**src/rtl/temp_control_mc.sv**
```systemverilog
// Multi-zone greenhouse temperature controller: one IDLE/COOLDOWN/HEATUP hysteresis
// FSM per channel with a minimum-dwell counter, sharing runtime-programmable thresholds.
module temp_control_mc #(
  parameter int N_CH        = 4,
  parameter int W           = 8,
  parameter int HYST        = 5,
  parameter int MIN_DWELL   = 16,
  parameter int DEF_COOL_TH = 95,
  parameter int DEF_HEAT_TH = 60
) (
  input  logic                clk,
  input  logic                rst,
  input  logic                cfg_we,
  input  logic [W-1:0]        cfg_cool_th,
  input  logic [W-1:0]        cfg_heat_th,
  output logic                cfg_err,
  input  logic                sample_valid,
  input  logic [N_CH*W-1:0]   temps,
  output logic [N_CH-1:0]     cool_on,
  output logic [N_CH-1:0]     heat_on,
  output logic [2*N_CH-1:0]   state_dbg
);

  localparam int DW = $clog2(MIN_DWELL + 1);
  localparam logic signed [W:0]  L_HYST      = (W+1)'(HYST);
  localparam logic signed [W:0]  L_MIN_GAP   = (W+1)'(2*HYST + 1);
  localparam logic [DW-1:0]      L_MIN_DWELL = DW'(MIN_DWELL);
  localparam logic [W-1:0]       L_DEF_COOL  = W'(DEF_COOL_TH);
  localparam logic [W-1:0]       L_DEF_HEAT  = W'(DEF_HEAT_TH);

  typedef enum logic [1:0] {
    S_IDLE = 2'd0,
    S_COOL = 2'd1,
    S_HEAT = 2'd2
  } state_t;

  logic [W-1:0]      r_cool_th;
  logic [W-1:0]      r_heat_th;
  logic              r_cfg_err;
  state_t            r_state [N_CH];
  logic [DW-1:0]     r_dwell [N_CH];
  logic [N_CH-1:0]   r_cool_on;
  logic [N_CH-1:0]   r_heat_on;

  logic signed [W:0] w_cool_ext;
  logic signed [W:0] w_heat_ext;
  logic signed [W:0] w_stop_cool;
  logic signed [W:0] w_stop_heat;
  logic signed [W:0] w_cfg_diff;
  logic              w_cfg_ok;
  logic signed [W:0] w_temp     [N_CH];
  state_t            w_state_nx [N_CH];
  logic [DW-1:0]     w_dwell_nx [N_CH];

  // Everything is widened by one sign bit so stop points and the config gap never wrap.
  assign w_cool_ext  = {r_cool_th[W-1], r_cool_th};
  assign w_heat_ext  = {r_heat_th[W-1], r_heat_th};
  assign w_stop_cool = w_cool_ext - L_HYST;
  assign w_stop_heat = w_heat_ext + L_HYST;
  assign w_cfg_diff  = {cfg_cool_th[W-1], cfg_cool_th} - {cfg_heat_th[W-1], cfg_heat_th};
  assign w_cfg_ok    = (w_cfg_diff >= L_MIN_GAP);

  always_comb begin
    for (int i = 0; i < N_CH; i++) begin
      w_temp[i]     = {temps[i*W + W - 1], temps[i*W +: W]};
      w_state_nx[i] = r_state[i];
      w_dwell_nx[i] = r_dwell[i];
      if (sample_valid) begin
        case (r_state[i])
          S_IDLE: begin
            if (w_temp[i] >= w_cool_ext) begin
              w_state_nx[i] = S_COOL;
              w_dwell_nx[i] = '0;
            end else if (w_temp[i] <= w_heat_ext) begin
              w_state_nx[i] = S_HEAT;
              w_dwell_nx[i] = '0;
            end
          end
          S_COOL: begin
            if (w_temp[i] <= w_stop_cool && r_dwell[i] >= L_MIN_DWELL) begin
              w_state_nx[i] = S_IDLE;
              w_dwell_nx[i] = '0;
            end else if (r_dwell[i] < L_MIN_DWELL) begin
              w_dwell_nx[i] = r_dwell[i] + DW'(1);
            end
          end
          S_HEAT: begin
            if (w_temp[i] >= w_stop_heat && r_dwell[i] >= L_MIN_DWELL) begin
              w_state_nx[i] = S_IDLE;
              w_dwell_nx[i] = '0;
            end else if (r_dwell[i] < L_MIN_DWELL) begin
              w_dwell_nx[i] = r_dwell[i] + DW'(1);
            end
          end
          default: begin
            w_state_nx[i] = S_IDLE;
            w_dwell_nx[i] = '0;
          end
        endcase
      end
    end
  end

  // FSM evaluation uses the thresholds in force this cycle; a new config applies next cycle.
  always_ff @(posedge clk) begin
    if (!rst) begin
      r_cool_th <= L_DEF_COOL;
      r_heat_th <= L_DEF_HEAT;
      r_cfg_err <= 1'b0;
      r_cool_on <= '0;
      r_heat_on <= '0;
      for (int i = 0; i < N_CH; i++) begin
        r_state[i] <= S_IDLE;
        r_dwell[i] <= '0;
      end
    end else begin
      r_cfg_err <= cfg_we && !w_cfg_ok;
      if (cfg_we && w_cfg_ok) begin
        r_cool_th <= cfg_cool_th;
        r_heat_th <= cfg_heat_th;
      end
      for (int i = 0; i < N_CH; i++) begin
        r_state[i]   <= w_state_nx[i];
        r_dwell[i]   <= w_dwell_nx[i];
        r_cool_on[i] <= (w_state_nx[i] == S_COOL);
        r_heat_on[i] <= (w_state_nx[i] == S_HEAT);
      end
    end
  end

  always_comb begin
    state_dbg = '0;
    for (int i = 0; i < N_CH; i++) begin
      state_dbg[2*i +: 2] = r_state[i];
    end
  end

  assign cfg_err = r_cfg_err;
  assign cool_on = r_cool_on;
  assign heat_on = r_heat_on;

endmodule

```
**config.mk**
```make
export PLATFORM = sky130hd
export DESIGN_NAME = temp_control_mc
export DESIGN_NICKNAME = d
export VERILOG_FILES = /design/src/rtl/temp_control_mc.sv
export SDC_FILE = /design/constraint.sdc
export NUM_CORES = 1
export LEC_CHECK = 0
export ABC_CLOCK_PERIOD_IN_PS = 9900
export CAP_MARGIN = 20
export CORE_MARGIN = 2
export CORE_UTILIZATION = 25
export CTS_CLUSTER_DIAMETER = 80
export DETAILED_ROUTE_END_ITERATION = 16
export GPL_TIMING_DRIVEN = 0
export HOLD_SLACK_MARGIN = 0.08
export PLACE_DENSITY = 0.39
export SYNTH_ARGS = -nofsm -noshare
export SYNTH_HDL_FRONTEND = slang
export SYNTH_SLANG_ARGS = --single-unit
```
**constraint.sdc**
```tcl
create_clock -name clk -period 9.9 [get_ports clk]
set_input_delay 1.98 -clock clk [delete_from_list [all_inputs] [get_ports clk]]
set_output_delay 1.98 -clock clk [all_outputs]
set_load 0.1 [all_outputs]
```
==> metrics.yaml <==
clock_power_share_pct: 18.3
ys_warn_count: 0
avgViaCountPerCell: 5.22
syn_avg_cell_area_um2: 8.08
dr.pass1.iters: 11
whs_ns: 0.471
grt_use_total_pct: 16.6
path_delay_family: "compound AO/OA/AOI/OAI gates"
place_area_um2: 7750
fmax_ghz: 0.199
crit_fanout: 8
clock_skew_ns: 0.00924
chipHeight_um: 167
wirelength_mm: 23.1
cts_tree: "done"
start_kind: "primary input"
instances_no_fill: 1235
clkLatencyLatePin_ns: 0.31
maxSlewViolCount: 0
p_per_area_nw_per_um2: 127
synthToLayoutAreaGrowth_pct: 18.7
synth.distinct_cells: 87
required_ns: 10.14
grt.overflow.total: 0
ys_ff_latch: 53
io_pins: 69
seq_area_frac_synth_pct: 15.9
p_seq_share_pct: 25.2
syn_nets: 1011
diodes: 0
syn_area_um2: 6660
cts_resized: 0
swShare_pct: 46.9
worst_pin_slew_ns: 1.05
combPwrFrac_pct: 56.5
slowest_stage: "clkdlybuf4s50_1"
portBuffers: 68
rsz0062_at_grt: "false"
dominantRegCellSynth: "dfxtp_1"
relSlewSlack_pct: 29.1
synthArstFlopShare_pct: 0
die_w_um: 167
hold_viol: 0
synth_edf_count: 0
critical_path.max_stage_delay_ns: 0.70
initial_core_util_pct: 25.5
finalCriticalPeriod_ns: 5.02
p_total_mw: 1.00
p_leak_nw: 3.23
multiInputGateArea_um2: 5150
antenna_found_initial: 0
die_area_um2: 27900
seq_area_um2: 1060
num_vias: 6443
cp-end-kind: "flop"
fillCellCount: 2855
path_class: "primary input to flop"
detailed_place_hpwl_mm: 18.7
crit_chain: "clkdlybuf4s50_1 > ha_1 > a21o_1 > a211oi_1 > o211ai_1 > a31oi_1 > o31ai_1 > or3b_2 > o21ai_0 > o2bb2ai_1"
grt_first_pass_wirelength_mm: 36.1
post-place-cells: 1227
finalCritPeriodShare_pct: 50.7
ir_worst_vdd_mv: 0.0568
r2r_slack_ns: 5.29
fin_area_um2: 7900
violations: "design-rule violations"
clockBufferDepth: 2
power.switching_mw: 0.469
crit_arrival_ns: 5.26
postCtsSetupBuffers: 0
nets: 1086
syn_inst: 824
status: "finished, violations left"
setup_tns_ns: 0
routedWlPerCell_um: 18.7
fp-row-count: 59
root_buffer: "clkbuf_16"
cts_buffers: 5
place.gp.congestion: 0.821
min_path_type: "flop to flop"
grt_max_degree: 17
worst-path-buf-inv: 1
drc: 4
p_int_mw: 0.530
drtIter0Drc: 421
layout-drive-gt1-share_pct: 4.22
cts.sinks: 53
holdBufCountCts: 0
htree_levels: 2
core_area_um2: 26100
grt_pass1_vias: 6364
ant_nets: 0
drv_cap: 0
clk_pin_slew_ns: 0.08
setup_viol: 0
power by group through the flow:
| stage | Combinational [mW] | Clock [mW] | Sequential, mW |
|---|---|---|---|
| finish | 0.565 | 0.183 | 0.251 |
| global route | 0.628 | 0.199 | 0.254 |
| CTS | 0.569 | 0.191 | 0.252 |
| detailed placement | 0.567 | 0 | 0.257 |
| global placement | 0.566 | 0 | 0.257 |
| floorplan | 0.323 | 0 | 0.322 |
kinds of logic after synthesis:
logic type | share of synthesized area, %
compound gates | 28.8
xor+xnor | 3.65
mux | 0.771
flops | 15.9
fa+ha+maj | 26.1
simple gates | 18.1
buf+inv | 6.66
sequential cells by signal, indices dropped and copies added, names as in the netlist:
| name | cells |
|---|---|
| r_heat_th | 8 |
| r_state | 8 |
| cfg_err | 1 |
| heat_on | 4 |
| r_dwell | 20 |
| cool_on | 4 |
| r_cool_th | 8 |
cells in the mapped netlist, types with 13 or more instances:
cell / count / area [um^2]
o21a_1: 23 / 173
o21ai_0: 61 / 305
a31oi_1: 16 / 100
inv_1: 78 / 293
xnor2_1: 13 / 114
ha_1: 134 / 1680
a21oi_1: 46 / 230
nand3_1: 21 / 105
nand2_1: 42 / 158
clkbuf_1: 21 / 78.8
nor2_1: 40 / 150
nor2b_1: 15 / 93.8
dfxtp_1: 53 / 1060
nand4_1: 15 / 93.8
stage by stage:
| stage | utilization [%] | worst slack, ns |
|---|---|---|
| floorplan | - | 5.45 |
| global placement | 29.7 | 4.57 |
| detailed placement | 29.7 | 4.55 |
| CTS | 30.2 | 4.87 |
| global route | 30.2 | 4.59 |
| finish | 30.2 | 4.88 |
per-layer routing:
metal  track usage [%]  up-vias  share of wire (%)
met4              3.10        0                1.1
met2              28.9      104                 47
met3              2.03       15                3.2
met1              22.3     3073                 49
li1                  -     3251                  -
met5                 0        -                  0
path summary, 6_finish.rpt:
| path | depth (start not counted) | endpoint | start |
|---|---|---|---|
| worst max register to register | 15 | heat_on[1] | r_cool_th[0] |
| worst max-delay path | 10 | r_dwell[0][2] | temps[5] |
| worst min-delay path | 2 | r_dwell[3][3] | r_dwell[3][3] |
| worst min register to register | 2 | r_dwell[3][3] | r_dwell[3][3] |
layout make-up:
type | instances | share of cell area [%]
tap | 335 | 5.31
sequential | 53 | 13.4
inverter | 79 | 3.75
timing repair buffer | 68 | 8.62
buffer | 31 | 1.85
clock inverter | 2 | 0.174
clock buffer | 6 | 1.63
multi-input combinational | 661 | 65.2
worst register-to-register path, cell delays in order, from the launching register on:
cell,delay (ns)
dfxtp_1,0.64
inv_1,0.30
ha_1,0.32
nor2b_1,0.20
nor2_1,0.08
xnor2_1,0.55
ha_1,0.40
inv_1,0.11
a2111oi_0,0.07
nor4_1,0.48
a21oi_1,0.12
o21ai_0,0.21
nand4_1,0.33
a32o_1,0.40
and2_1,0.17
and2_1,0.14
layout by cell type, fill, tap and decap left out, drive strengths merged, types with 14 or more instances in the layout:
cell type      synthesis  layout
nor2                  41      41
xnor2                 14      14
clkbuf                22      28
o21ai                 62      62
nand3                 21      21
dfxtp                 53      53
ha                   134     134
o21a                  23      23
a21oi                 46      46
nand4                 15      15
inv                   78      79
nor2b                 15      15
a31oi                 16      16
clkdlybuf4s50          0      68
nand2                 42      42
Power figures use the tool's default switching activity.
